## config.mk

```make
export PLATFORM = sky130hd
export DESIGN_NAME = inst_fetch_queue
export DESIGN_NICKNAME = d
export VERILOG_FILES = /design/src/rtl/fetch_pkg.sv /design/src/rtl/fetch_fifo.sv /design/src/rtl/inst_fetch_queue.sv
export SDC_FILE = /design/constraint.sdc
export NUM_CORES = 1
export LEC_CHECK = 0
export CORE_MARGIN = 5
export CORE_UTILIZATION = 40
export CTS_BUF_LIST = sky130_fd_sc_hd__clkbuf_4
export DETAILED_ROUTE_END_ITERATION = 8
export REMOVE_ABC_BUFFERS = 1
export SLEW_MARGIN = 20
export SYNTH_ARGS = -nofsm -noshare
export SYNTH_HDL_FRONTEND = slang
export SYNTH_SLANG_ARGS = --single-unit
export TNS_END_PERCENT = 5
```

## constraint.sdc

```tcl
create_clock -name clk -period 10.98 [get_ports clk]
set_input_delay 2.196 -clock clk [delete_from_list [all_inputs] [get_ports clk]]
set_output_delay 2.196 -clock clk [all_outputs]
set_load 0.02 [all_outputs]
```

## src/rtl/fetch_pkg.sv

```systemverilog
// Shared fetch/decode definitions: FSM state encoding, width defaults and
// instruction field positions used by both the fetch queue and decode.
package fetch_pkg;

  localparam int AW_DEFAULT = 4;
  localparam int IW_DEFAULT = 32;

  // Opcode field position inside an instruction word; decode extracts it too.
  localparam int OPC_MSB = 31;
  localparam int OPC_LSB = 26;

  typedef enum logic [1:0] {
    S_IDLE = 2'd0,
    S_RUN  = 2'd1,
    S_HALT = 2'd2
  } fetch_state_e;

  function automatic logic [OPC_MSB-OPC_LSB:0] inst_opcode(input logic [IW_DEFAULT-1:0] word);
    return word[OPC_MSB:OPC_LSB];
  endfunction

endpackage

```

## src/rtl/fetch_fifo.sv

```systemverilog
// Prefetch queue: DEPTH-entry synchronous FIFO with a flush that overrides
// any push or pop in the same cycle.
module fetch_fifo #(
  parameter int W     = 36,
  parameter int DEPTH = 4,
  parameter int CW    = $clog2(DEPTH) + 1
) (
  input  logic          clk,
  input  logic          sys_rst,
  input  logic          flush,
  input  logic          push,
  input  logic [W-1:0]  push_data,
  input  logic          pop,
  output logic [CW-1:0] count,
  output logic [W-1:0]  head
);

  localparam int PW = $clog2(DEPTH);

  logic [W-1:0]  mem [DEPTH];
  logic [PW-1:0] wr_ptr;
  logic [PW-1:0] rd_ptr;
  logic [CW-1:0] count_q;

  always_ff @(posedge clk) begin
    if (!sys_rst) begin
      wr_ptr  <= '0;
      rd_ptr  <= '0;
      count_q <= '0;
      // NOTE: storage is cleared on reset so the head reads 0 out of reset;
      // this is cheap at this depth and keeps outputs free of X.
      for (int i = 0; i < DEPTH; i++) begin
        mem[i] <= '0;
      end
    end else if (flush) begin
      wr_ptr  <= '0;
      rd_ptr  <= '0;
      count_q <= '0;
    end else begin
      if (push) begin
        mem[wr_ptr] <= push_data;
        wr_ptr      <= wr_ptr + PW'(1);
      end
      if (pop) begin
        rd_ptr <= rd_ptr + PW'(1);
      end
      unique case ({push, pop})
        2'b10:   count_q <= count_q + CW'(1);
        2'b01:   count_q <= count_q - CW'(1);
        default: count_q <= count_q;
      endcase
    end
  end

  assign count = count_q;
  assign head  = mem[rd_ptr];

endmodule

```

## src/rtl/inst_fetch_queue.sv

```systemverilog
// Instruction fetch front-end: issues program-memory reads, buffers the
// returned words with their PC, and hands them to decode over valid/ready.
module inst_fetch_queue
  import fetch_pkg::*;
#(
  parameter int AW    = AW_DEFAULT,
  parameter int IW    = IW_DEFAULT,
  parameter int DEPTH = 4
) (
  input  logic          clk,
  input  logic          sys_rst,
  output logic          imem_rd_en,
  output logic [AW-1:0] imem_addr,
  input  logic [IW-1:0] imem_rdata,
  output logic          inst_valid,
  output logic [IW-1:0] inst_data,
  output logic [AW-1:0] inst_pc,
  input  logic          inst_ready,
  input  logic          redirect_valid,
  input  logic [AW-1:0] redirect_pc,
  input  logic          halt,
  output logic          fetch_busy
);

  localparam int CW = $clog2(DEPTH) + 1;

  fetch_state_e     state_q, state_d;
  logic [AW-1:0]    pc_q;
  logic [AW-1:0]    pc_issued_q;
  logic             inflight_q;
  logic             drop_q;
  logic             rd_en;
  logic             push;
  logic             pop;
  logic [CW-1:0]    count;
  logic [AW+IW-1:0] head;

  always_comb begin
    // NOTE: default first so every path assigns state_d and no latch forms.
    state_d = state_q;
    unique case (state_q)
      S_IDLE:  state_d = S_RUN;
      S_RUN:   if (halt) state_d = S_HALT;
      S_HALT:  if (!halt) state_d = S_RUN;
      default: state_d = S_IDLE;
    endcase
  end

  // Occupancy counts the queued words plus the one still in flight, so a
  // returning response always has a free slot.
  assign rd_en = (state_q == S_RUN) && !halt && !redirect_valid &&
                 ((count + CW'(inflight_q)) < CW'(DEPTH));

  always_ff @(posedge clk) begin
    if (!sys_rst) begin
      state_q     <= S_IDLE;
      pc_q        <= '0;
      pc_issued_q <= '0;
      inflight_q  <= 1'b0;
      drop_q      <= 1'b0;
    end else begin
      // NOTE: non-blocking so every register samples pre-edge values.
      state_q    <= state_d;
      inflight_q <= rd_en;
      drop_q     <= redirect_valid;
      if (rd_en) begin
        pc_issued_q <= pc_q;
      end
      if (redirect_valid) begin
        pc_q <= redirect_pc;
      end else if (rd_en) begin
        pc_q <= pc_q + AW'(1);
      end
    end
  end

  // A response landing just after a redirect belongs to the old path.
  assign push = inflight_q && !drop_q;
  assign pop  = inst_valid && inst_ready;

  fetch_fifo #(
    .W     (AW + IW),
    .DEPTH (DEPTH),
    .CW    (CW)
  ) u_fifo (
    .clk       (clk),
    .sys_rst   (sys_rst),
    .flush     (redirect_valid),
    .push      (push),
    .push_data ({pc_issued_q, imem_rdata}),
    .pop       (pop),
    .count     (count),
    .head      (head)
  );

  assign imem_rd_en           = rd_en;
  assign imem_addr            = pc_q;
  assign inst_valid           = (count != '0);
  assign {inst_pc, inst_data} = head;
  assign fetch_busy           = inflight_q || inst_valid;

endmodule

```

# Word level (Yosys, flattened, before mapping)
# Memories as Yosys holds them, arrays and structs flattened. A register that Yosys moved wholly into a read port is not among the register bits.
# Cells that the tools add are included.
# totals
regBits,19
ramBits,144
input_bits,41
output_inout_bits,43
word_cells,55
memories,1
# classes
n_addsub,6
magnitude_cmp,1
n_eq_ne,6
mux,16
n_bitwise,1
n_reduce_logical,16
# memory_table
memory,words,word_bits,rd,rd_clocked_by_memory_dff,wr,line,source
u_fifo.mem,4,36,1,1,4,fetch_fifo.sv:20,logic [W-1:0] mem [DEPTH];
# op_table
op,n
two-way mux 36 bit,1
OR reduction 36 bit,1
two-way mux 2 bit,5
two-way mux 4 bit,2
two-way mux 1 bit,6
case mux 2 bit (3 select lines),1
case mux 3 bit (2 select lines),1
logical AND 1 bit,5
"adder 2 x 1 -> 2 bit, second input constant",2
"adder 4 x 1 -> 4 bit, second input constant",1
"equality test 2 x 1 -> 1 bit, second input constant",2
"equality test 2 bit, second input constant",2
"!= test 2 bit, second input constant",2
nonzero test 2 bit,2
adder 3 x 1 -> 3 bit,1
"adder 3 x 1 -> 3 bit, second input constant",1
logical NOT 1 bit,3
"less-than comparator 3 bit, second input constant",1
nonzero test 3 bit,1
"subtractor 3 x 1 -> 3 bit, second input constant",1
logical NOT 2 bit,1
AND reduction 2 bit,1
OR reduction 2 bit,1
logical OR 1 bit,1
inverter 1 bit,1

# Longest topological paths before layout
# logic_depth
ltp_word,8
ltp_mapped,7
mapped_depth_nobuf,7

# Modules after synthesis
# Synthesis repeated with hierarchy kept, for this count alone.
# unflattened
cells_unflattened,487
hier_area_um2,7024.2
# by_module_without_submodules
mod,n_inst,cells_per_inst,area_each_um2,seq_area_each_um2
fetch_fifo,1,430,6481.2,4504.3
inst_fetch_queue,1,57,543.0,240.2

# Worst setup path after synthesis
# OpenSTA, ideal clock, no wires.
# synth_timing
path_kind,input -> register
start,input port redirect_valid
end,"memory u_fifo.mem[3][0], enable pin"
setup_ns,0.479
arrival_time_ns,5.092
required_time_ns,10.501
slack_ns,5.409
path_stages,4
n_path_buf,1
cell_sequence,buf_2 > inv_1 > nand2_1 > o21ai_0
# synth_lines
element,line,source
from (decl),inst_fetch_queue.sv:19,"input logic redirect_valid,"
to (decl),fetch_fifo.sv:20,

# Final worst setup path
# layout_timing
start,input port halt
end,output port imem_rd_en
# layout_between
elab_chain_len,4
# layout_lines
element,line,source
from (decl),inst_fetch_queue.sv:21,"input logic halt,"
logical NOT 1 bit,inst_fetch_queue.sv:51,assign rd_en = (state_q == S_RUN) && !halt && !redirect_valid &&
logical AND 1 bit (3 in series),inst_fetch_queue.sv:51,
to (decl),inst_fetch_queue.sv:12,"output logic imem_rd_en,"
# No other way between the ends.

==> metrics.yaml <==
cts_resized: 0
final_nets: 583
relSlewSlack_pct: 27.08
dpl_cell_area_um2: 8265
synth_xor_area_share_pct: 0.7298
finalMaxSlewViolations: 0
via_per_inst: 5.141
clkTransAtPathRegs_ns: 0.13
cts_hold_buf: 0
ys_types: 43
synth_top_family_by_area: "simple AND/OR/NAND/NOR gates"
dr.pass1.iters: 6
vias: 4015
multi_input_area_um2: 2346
grt_overflow: 0
cts_root_buf: "clkbuf_4"
diodes: 0
path_class: "in2out"
setup_viol: 0
die_y_um: 144.2
post-route-drc-count: 0
fp-row-count: 49
routed_wl_um: 15100
pin_count: 84
track_usage_pct: 15.30
synth_fa_ha_area_share_pct: 0.7646
ys_async_sr_fraction_pct: 0
finalSetupTns_ns: 0
skew_ns: 0.01412
layout_common_cells: "and2_1, edfxtp_1, clkdlybuf4s50_1"
critical_path_arrival_ns: 4.18
synth_ff_type: "edfxtp_1"
postCtsSetupRepairBufs: 0
outcome: "finished, final reports clean"
h-tree-depth: 4
synth.cell_area_um2: 7201
numClockSinks: 165
leakage_nw: 2.978
finalNonFillerCells: 781
synth_edf_count: 144
antenna_found_initial: 1
min_period_ns: 6.375
port_buffers: 83
gp_congestion: 0.8779
power_mw: 1.194
synth.mux.area_fraction_pct: 11.82
powerDensity_nw_per_um2: 138.7
rsz0062_at_grt: "false"
cp-end-kind: "output pin"
first_global_vias: 4444
hold_violations: 0
synth-seq-cells: 165
grt_pass1_wl_um: 23860
die-width_um: 144.2
dp.cells: 749
ff_latch_area_um2: 4747
fillers: 1541
tightest_slew_ns: 1.094
dieArea_um2: 20790
coreArea_um2: 17840
final_layout_size_suffix_gt1_share_pct: 15.94
cp-start-kind: "input port"
syn2layout_area_growth_pct: 19.55
clock_path_buffers: 2
maxCapViolCount: 0
critPathMaxFanout: 6
cts_buffers: 17
synth_compound_area_share_pct: 2.294
drtAntennaViolNets: 0
clk_latency_ns: 0.53
ir_drop_mv: 0.06392
seq_area_frac_synth_pct: 65.89
fmax_ghz: 0.1569
min_period_over_period_pct: 58.06
grt_max_degree: 38
drt_iter0_drc: 200
syn-instance-count: 456
required_ns: 8.78
syn_area_per_cell_um2: 15.79
fin_area_um2: 8608
wl_per_cell_um: 19.33
yosysWarnings: 0
initial_core_util_pct: 40.36
cts_tree: "yes"
hold_class: "reg2reg"
synthSimpleGateAreaFrac_pct: 16.58
dpl.hpwl_um: 8425
-- metal layers --
layer | wire [µm] | GRT usage (%)
met1 | 6475 | 19.26
met2 | 7433 | 25.80
met3 | 1040 | 5.258
met4 | 137 | 3.387
met5 | 11 | 0
-- critical path, stage by stage --
cell and delay [ns]:
clkdlybuf4s50_1 0.44, or3b_4 0.43, a211oi_4 0.42, clkdlybuf4s50_1 0.69
-- area by class of cell --
| type | count | share of cell area, % |
|---|---|---|
| Sequential cell | 165 | 55.15 |
| Inverter | 6 | 0.2616 |
| Multi-Input combinational cell | 261 | 27.25 |
| Tap cell | 229 | 3.328 |
| Timing Repair Buffer | 88 | 10.09 |
| Clock buffer | 17 | 1.483 |
| Clock inverter | 15 | 2.442 |
-- registers in the layout (all words and copies together), names as in the netlist, named ones only --
register,cells
u_fifo.mem,144
imem_addr,4
pc_issued_q,4
u_fifo.count,3
state_q,2
u_fifo.rd_ptr,2
u_fifo.wr_ptr,2
drop_q,1
inflight_q,1
-- synth_stat cells, types with 2 or more instances --
master       n  share of area (%)
and2_1     144                 13
edfxtp_1   144                 60
mux4_2      36                 11
dfxtp_1     21                5.8
nor2_1      14               0.73
nand2_1     11               0.57
clkbuf_2     7               0.49
clkbuf_1     6               0.31
inv_1        6               0.31
buf_2        5               0.35
nand2b_1     5               0.43
xor2_1       5               0.61
mux2i_1      4               0.56
o21ai_0      4               0.28
a2111oi_0    3               0.36
a211oi_1     3               0.31
a21oi_1      3               0.21
buf_1        3               0.16
buf_4        3               0.31
or3_1        3               0.26
ha_1         2               0.35
nor3b_4      2               0.52
or2_2        2               0.17
-- metrics by stage --
| step | hold slack, ns | worst slack (ns) | utilization (%) |
|---|---|---|---|
| 2_1_floorplan | 0.4554 | 5.585 | - |
| 3_3_place_gp | 0.4768 | 4.627 | 46.30 |
| 3_5_place_dp | 0.4834 | 4.603 | 46.33 |
| 4_1_cts | 0.5033 | 4.593 | 48.22 |
| 5_1_grt | 0.5384 | 4.547 | 48.25 |
| 6_report | 0.4979 | 4.605 | 48.25 |
-- cells by family (layout without fill, tap and decap cells) --
logic type	after synthesis	after routing
AOI/OAI and AO/OA	21	21
xor gates and xnor gates	6	6
adders and majority gates	4	4
buffers and inverters	30	126
DFF	165	165
muxes	40	40
and+or+nand+nor	190	190
-- report_power, final --
part,internal [mW],total [mW],leakage (nW),switching (mW)
Clock,0.201,0.409,0.177,0.208
Combinational,0.0368,0.0772,1.14,0.0404
Sequential,0.700,0.707,1.66,0.00740
Total,0.938,1.19,2.98,0.255
-- final timing paths --
path | startpoint | to | slack, ns | depth (start not counted)
setup / recovery | halt | imem_rd_en | 4.60 | 4
hold / removal | pc_issued_q[1] | pc_issued_q[1] | 0.50 | 2
setup reg to reg | inflight_q | u_fifo.mem[0][12] | 8.42 | 4
hold reg to reg | pc_issued_q[1] | pc_issued_q[1] | 0.50 | 2
Note: power is estimated with default switching activity, not from simulation.
